===== src/rtl/cpu_pkg.sv =====
// Shared definitions for the multi-cycle CPU front end: PC source encodings,
// sequencer state enum and the default reset PC.
// Latency: n/a (definitions only). Backpressure: n/a.
package cpu_pkg;

  // pc_src encodings; the reserved code suppresses the PC update entirely.
  localparam logic [1:0] PC_SRC_ALU_RESULT = 2'd0;  // combinational PC+4
  localparam logic [1:0] PC_SRC_ALU_OUT    = 2'd1;  // registered branch target
  localparam logic [1:0] PC_SRC_JADDR      = 2'd2;  // jump target
  localparam logic [1:0] PC_SRC_RSVD       = 2'd3;  // no update

  localparam logic [31:0] RESET_PC_DEFAULT = 32'h0000_0000;

  typedef enum logic [1:0] {
    ST_BOOT  = 2'd0,
    ST_FETCH = 2'd1,
    ST_EXEC  = 2'd2
  } seq_state_e;

endpackage


===== src/rtl/pc_next_mux.sv =====
// Next-PC source select and write qualification for the PC register.
// Latency: purely combinational. Backpressure: none; legality of the write
// against fetch state is decided by the sequencer, not here.
// Ports: pc_write/pc_write_cond/zero -> pc_en (write attempted);
//        pc_src + alu_result/alu_out/jaddr -> pc_target;
//        pc_load = pc_en with a non-reserved source.
module pc_next_mux
  import cpu_pkg::*;
(
  input  logic        pc_write,
  input  logic        pc_write_cond,
  input  logic        zero,
  input  logic [1:0]  pc_src,
  input  logic [31:0] alu_result,
  input  logic [31:0] alu_out,
  input  logic [31:0] jaddr,
  output logic        pc_en,
  output logic        pc_load,
  output logic [31:0] pc_target
);

  // An unconditional write wins regardless of zero, so OR-ing is enough.
  assign pc_en   = pc_write | (pc_write_cond & zero);
  assign pc_load = pc_en & (pc_src != PC_SRC_RSVD);

  always_comb begin
    pc_target = alu_result;
    case (pc_src)
      PC_SRC_ALU_RESULT: pc_target = alu_result;
      PC_SRC_ALU_OUT:    pc_target = alu_out;
      PC_SRC_JADDR:      pc_target = jaddr;
      default:           pc_target = alu_result;  // masked off by pc_load
    endcase
  end

endmodule


===== src/rtl/pc_sequencer.sv =====
// Program counter owner and instruction-fetch sequencer (BOOT -> FETCH -> EXEC).
// Latency: fetch request 1 cycle after next_fetch; IR/fetch_done 1 cycle after
// imem_ready. Backpressure: imem_req held until imem_ready, PC writes during a
// stalled fetch are dropped and flagged in sticky wr_drop_err.
// Ports: control (pc_write, pc_write_cond, zero, pc_src, next_fetch), data
// sources (alu_result, alu_out, jaddr), imem handshake (imem_req/addr/ready/
// rdata), state outputs (pc, cur_pc, instr, jump_field, fetch_done, wr_drop_err).
// Optional MISALIGN_TRAP_EN: misaligned targets are rejected, pulsing misalign
// and capturing bad_target; without it target bits [1:0] are cleared on load.
module pc_sequencer
  import cpu_pkg::*;
#(
  parameter logic [31:0] RESET_PC    = RESET_PC_DEFAULT,
  parameter int          BOOT_CYCLES = 1
) (
  input  logic        clk,
  input  logic        rst_n,
  input  logic        pc_write,
  input  logic        pc_write_cond,
  input  logic        zero,
  input  logic [1:0]  pc_src,
  input  logic [31:0] alu_result,
  input  logic [31:0] alu_out,
  input  logic [31:0] jaddr,
  input  logic        next_fetch,
  output logic        imem_req,
  output logic [31:0] imem_addr,
  input  logic        imem_ready,
  input  logic [31:0] imem_rdata,
  output logic [31:0] pc,
  output logic [31:0] cur_pc,
  output logic [31:0] instr,
  output logic [25:0] jump_field,
  output logic        fetch_done,
  output logic        wr_drop_err
`ifdef MISALIGN_TRAP_EN
  ,
  output logic        misalign,
  output logic [31:0] bad_target
`endif
);

  localparam logic [3:0] BOOT_LIM = 4'(BOOT_CYCLES);

  seq_state_e  state_q, state_d;
  logic [3:0]  boot_cnt_q, boot_cnt_d;
  logic [31:0] pc_q, pc_d;
  logic [31:0] cur_pc_q, cur_pc_d;
  logic [31:0] instr_q, instr_d;
  logic        imem_req_q, imem_req_d;
  logic        fetch_done_q, fetch_done_d;
  logic        wr_drop_err_q, wr_drop_err_d;
`ifdef MISALIGN_TRAP_EN
  logic        misalign_q, misalign_d;
  logic [31:0] bad_target_q, bad_target_d;
`endif

  logic        pc_en;
  logic        pc_load;
  logic [31:0] pc_target;
  logic        fetch_stalled;

  pc_next_mux u_pc_next_mux (
    .pc_write      (pc_write),
    .pc_write_cond (pc_write_cond),
    .zero          (zero),
    .pc_src        (pc_src),
    .alu_result    (alu_result),
    .alu_out       (alu_out),
    .jaddr         (jaddr),
    .pc_en         (pc_en),
    .pc_load       (pc_load),
    .pc_target     (pc_target)
  );

  // Only a FETCH cycle without data forbids a PC write: the address must stay
  // stable while memory is still working on it.
  assign fetch_stalled = (state_q == ST_FETCH) && !imem_ready;

  always_comb begin
    state_d       = state_q;
    boot_cnt_d    = boot_cnt_q;
    pc_d          = pc_q;
    cur_pc_d      = cur_pc_q;
    instr_d       = instr_q;
    imem_req_d    = imem_req_q;
    fetch_done_d  = 1'b0;
    wr_drop_err_d = wr_drop_err_q;
`ifdef MISALIGN_TRAP_EN
    misalign_d    = 1'b0;
    bad_target_d  = bad_target_q;
`endif

    case (state_q)
      ST_BOOT: begin
        if (boot_cnt_q == BOOT_LIM) begin
          state_d    = ST_FETCH;
          imem_req_d = 1'b1;
        end else begin
          boot_cnt_d = boot_cnt_q + 4'd1;
        end
      end
      ST_FETCH: begin
        if (imem_ready) begin
          // cur_pc takes the pre-update pc; a coincident PC+4 write lands in pc.
          instr_d      = imem_rdata;
          cur_pc_d     = pc_q;
          fetch_done_d = 1'b1;
          imem_req_d   = 1'b0;
          state_d      = ST_EXEC;
        end
      end
      ST_EXEC: begin
        if (next_fetch) begin
          state_d    = ST_FETCH;
          imem_req_d = 1'b1;
        end
      end
      default: begin
        state_d    = ST_BOOT;
        imem_req_d = 1'b0;
      end
    endcase

    if (pc_en && fetch_stalled) begin
      wr_drop_err_d = 1'b1;
    end else if (pc_load) begin
`ifdef MISALIGN_TRAP_EN
      if (pc_target[1:0] != 2'b00) begin
        misalign_d   = 1'b1;
        bad_target_d = pc_target;
      end else begin
        pc_d = pc_target;
      end
`else
      pc_d = pc_target & ~32'h3;
`endif
    end
  end

  always_ff @(posedge clk or negedge rst_n) begin
    if (!rst_n) begin
      state_q       <= ST_BOOT;
      boot_cnt_q    <= 4'd0;
      pc_q          <= RESET_PC;
      cur_pc_q      <= RESET_PC;
      instr_q       <= 32'h0;
      imem_req_q    <= 1'b0;
      fetch_done_q  <= 1'b0;
      wr_drop_err_q <= 1'b0;
`ifdef MISALIGN_TRAP_EN
      misalign_q    <= 1'b0;
      bad_target_q  <= 32'h0;
`endif
    end else begin
      state_q       <= state_d;
      boot_cnt_q    <= boot_cnt_d;
      pc_q          <= pc_d;
      cur_pc_q      <= cur_pc_d;
      instr_q       <= instr_d;
      imem_req_q    <= imem_req_d;
      fetch_done_q  <= fetch_done_d;
      wr_drop_err_q <= wr_drop_err_d;
`ifdef MISALIGN_TRAP_EN
      misalign_q    <= misalign_d;
      bad_target_q  <= bad_target_d;
`endif
    end
  end

  assign imem_req    = imem_req_q;
  assign imem_addr   = pc_q;
  assign pc          = pc_q;
  assign cur_pc      = cur_pc_q;
  assign instr       = instr_q;
  assign jump_field  = instr_q[25:0];
  assign fetch_done  = fetch_done_q;
  assign wr_drop_err = wr_drop_err_q;
`ifdef MISALIGN_TRAP_EN
  assign misalign    = misalign_q;
  assign bad_target  = bad_target_q;
`endif

endmodule


===== config.mk =====
export PLATFORM = sky130hd
export DESIGN_NAME = pc_sequencer
export DESIGN_NICKNAME = d
export VERILOG_FILES = /design/src/rtl/cpu_pkg.sv /design/src/rtl/pc_next_mux.sv /design/src/rtl/pc_sequencer.sv
export SDC_FILE = /design/constraint.sdc
export NUM_CORES = 1
export LEC_CHECK = 0
export BUFFER_PORTS_ARGS = -buffer_cell sky130_fd_sc_hd__buf_2
export CAP_MARGIN = 20
export CORE_UTILIZATION = 41
export CTS_CLUSTER_DIAMETER = 100
export DETAILED_ROUTE_END_ITERATION = 8
export GPL_TIMING_DRIVEN = 0
export HOLD_SLACK_MARGIN = 0.1
export PLACE_DENSITY = 0.78
export SYNTH_ARGS = -nofsm -noshare
export SYNTH_HDL_FRONTEND = slang
export SYNTH_HIERARCHICAL = 1
export SYNTH_SLANG_ARGS = --single-unit

===== constraint.sdc =====
create_clock -name clk -period 1.4 [get_ports clk]
set_input_delay 0.28 -clock clk [delete_from_list [all_inputs] [get_ports clk]]
set_output_delay 0.28 -clock clk [all_outputs]
set_load 0.02 [all_outputs]

==> impl_metrics.env <==
export IMPL_synthToLayoutAreaGrowth_pct=44.7
export IMPL_min_path_cells=2
export IMPL_io_pins=294
export IMPL_grt_overflow=0
export IMPL_h_tree_depth=3
export IMPL_ff2ff_path_depth=5
export IMPL_violations="negative setup slack"
export IMPL_slowest_delay_ns=0.41
export IMPL_num_vias=4277
export IMPL_root_buffer="clkbuf_16"
export IMPL_utilization_pct=61.0
export IMPL_numPortBuffers=281
export IMPL_dp_slack_ns=-0.322
export IMPL_crit_chain="nand2_4 -> o31ai_4 -> buf_6 -> buf_12 -> mux2_4"
export IMPL_skew_ns=0.00676
export IMPL_grt_use_total_pct=20.8
export IMPL_rsz0062_at_grt="yes"
export IMPL_start_kind="flop"
export IMPL_p_leak_nw=4.36
export IMPL_antenna_found_initial=0
export IMPL_gp_congestion=0.854
export IMPL_drtPass1Iterations=4
export IMPL_min_path_type="primary input to flop"
export IMPL_power_w=0.0164
export IMPL_num_antenna_cells=0
export IMPL_routed_wl_um=15000
export IMPL_drt_iter0_drc=175
export IMPL_cts_tree="built"
export IMPL_fin_crit_sh_pct=105
export IMPL_clkTransAtPathRegs_ns=0.07
export IMPL_critPathCaptureType="flop"
export IMPL_final_antenna_net_count=0
export IMPL_core_sq_um=12700
export IMPL_drive_gt1_share_pct=69.5
export IMPL_grt_pass1_wl_um=21100
export IMPL_wl_per_cell_um=16.6
export IMPL_wl_met1_um=6090
export IMPL_die_width_um=116
export IMPL_synth_cells=406
export IMPL_met2WireLength_um=7910
export IMPL_setup_violations=88
export IMPL_syn_avg_cell_area_sq_um=13.1
export IMPL_cts_buffers=9
export IMPL_grt_start_max_net_pins=57
export IMPL_crit_arrival_ns=1.70
export IMPL_dp_hpwl_um=11000
export IMPL_start_util_pct=42.1
export IMPL_die_y_um=116
export IMPL_num_fill_cells=1028
export IMPL_dieArea_sq_um=13500
export IMPL_max_freq_mhz=680
export IMPL_hold_worst_slack_ns=0.163
export IMPL_top_layer="met4"
export IMPL_max_cap_viol_count=0
export IMPL_worst_slack_ns=-0.0698
export IMPL_status="finished, violations left"
export IMPL_crit_slowest_cell="dfrtp_1"
export IMPL_via_per_inst=4.75
export IMPL_nets=865
export IMPL_clk_latency_ns=0.34
export IMPL_cp_required_ns=1.63
export IMPL_power_density_nw_per_um2=2120
export IMPL_clock_path_buffers=2
export IMPL_hold_violations=0
export IMPL_drcViolationCount=0
export IMPL_path_max_fanout=10
export IMPL_worst_slew_pin_slew_ns=0.610
export IMPL_maxSlewHeadroom_pct=59.4
export IMPL_netlist_area_sq_um=5340
export IMPL_yosys_warnings=6
export IMPL_max_vdd_ir_drop_mv=1.01
export IMPL_grt_pass1_vias=4044
export IMPL_clock_sinks=101
export IMPL_min_period_ns=1.47
export IMPL_slew_violations=0
export IMPL_path_class="flop to flop"
export IMPL_dr_wl_met3_um=794
export IMPL_row_count=41
[power by group]
group	switching, W	internal [W]	leakage, nW
combinational	0.00425	0.00442	2.97
clock	0.00107	0.00153	0.152
sequential	0.000973	0.00413	1.23
total	0.00630	0.0101	4.36
[cell type report]
cell class              instances  area (sq um)  share of cell area (%)
well taps                     172           215                    2.79
clock buffers                  13           270                    3.50
repair buffers                302          1750                    22.7
inverters                       4          15.0                   0.194
clock inverters                 3          42.5                   0.551
flip-flops and latches        101          2530                    32.8
plain buffers                  86           751                    9.72
multi-input cells             219          2150                    27.8
[critical path: cells and delay by family, from the launching register on]
kind                   cells  cell delay, ns
AOI/OAI and AO/OA          1            0.22
buffers and inverters      2            0.35
and+or+nand+nor            1            0.07
muxes                      1            0.30
DFF                        1            0.41
[path summary, 6_finish.rpt]
kind                                  to     startpoint  slack [ns]
max                         imem_addr[5]     state_q[0]       -0.07
min in group asynchronous  imem_addr[10]          rst_n        0.50
min                             instr[1]  imem_rdata[1]        0.16
min reg2reg                  wr_drop_err    wr_drop_err        0.49
max in group asynchronous    wr_drop_err          rst_n        0.21
max reg2reg                 imem_addr[5]     state_q[0]       -0.07
[repair_timing]
item | CTS | global route
cloned | 2 | 7
buffers inserted | 3 | 7
endpoints found under the hold margin | 45 | 0
setup endpoints to repair | 91 | 96
gates resized for setup | 28 | 10
pin swaps | 1 | 0
hold buffers | 1 | 0
[through the flow]
stage          setup TNS, ns  area [sq um]  std cells
6_report               -3.06          7720        900
5_1_grt                -6.18          7720        900
4_1_cts                -6.31          7480        887
3_5_place_dp           -9.04          7010        865
3_3_place_gp         -102.54          6980        864
2_1_floorplan              0          5360        411
[sequential cells by signal (all words and copies together) (netlist names)]
signal,count
wr_drop_err,1
instr,32
state_q,2
cur_pc,30
imem_addr,30
fetch_done,1
imem_req,1
boot_cnt_q,4
[cells in the final DEF (no fill, tap or decap), drive strengths merged]
cell type / count
mux2i: 1
o31ai: 1
dlygate4sd3: 1
inv: 4
nand4: 1
nand3b: 1
nand2: 33
buf: 380
a21oi: 1
or2b: 1
o21ai: 33
a22oi: 30
clkinvlp: 1
a21bo: 1
a31o: 1
clkinv: 1
bufinv: 1
a21o: 1
xnor2: 2
mux2: 93
nand3: 1
nor3: 1
conb: 6
nor2b: 1
or3b: 1
clkbuf: 20
ha: 5
nor2: 3
dfrtp: 101
a211o: 1
[routing by layer]
metal  global-route usage (%)  vias up
met4                     7.52        0
li1                         -     1990
met1                     24.9     2097
met2                     37.5      177
met3                     3.58       13
met5                        0        -
Power figures use the tool's default switching activity.
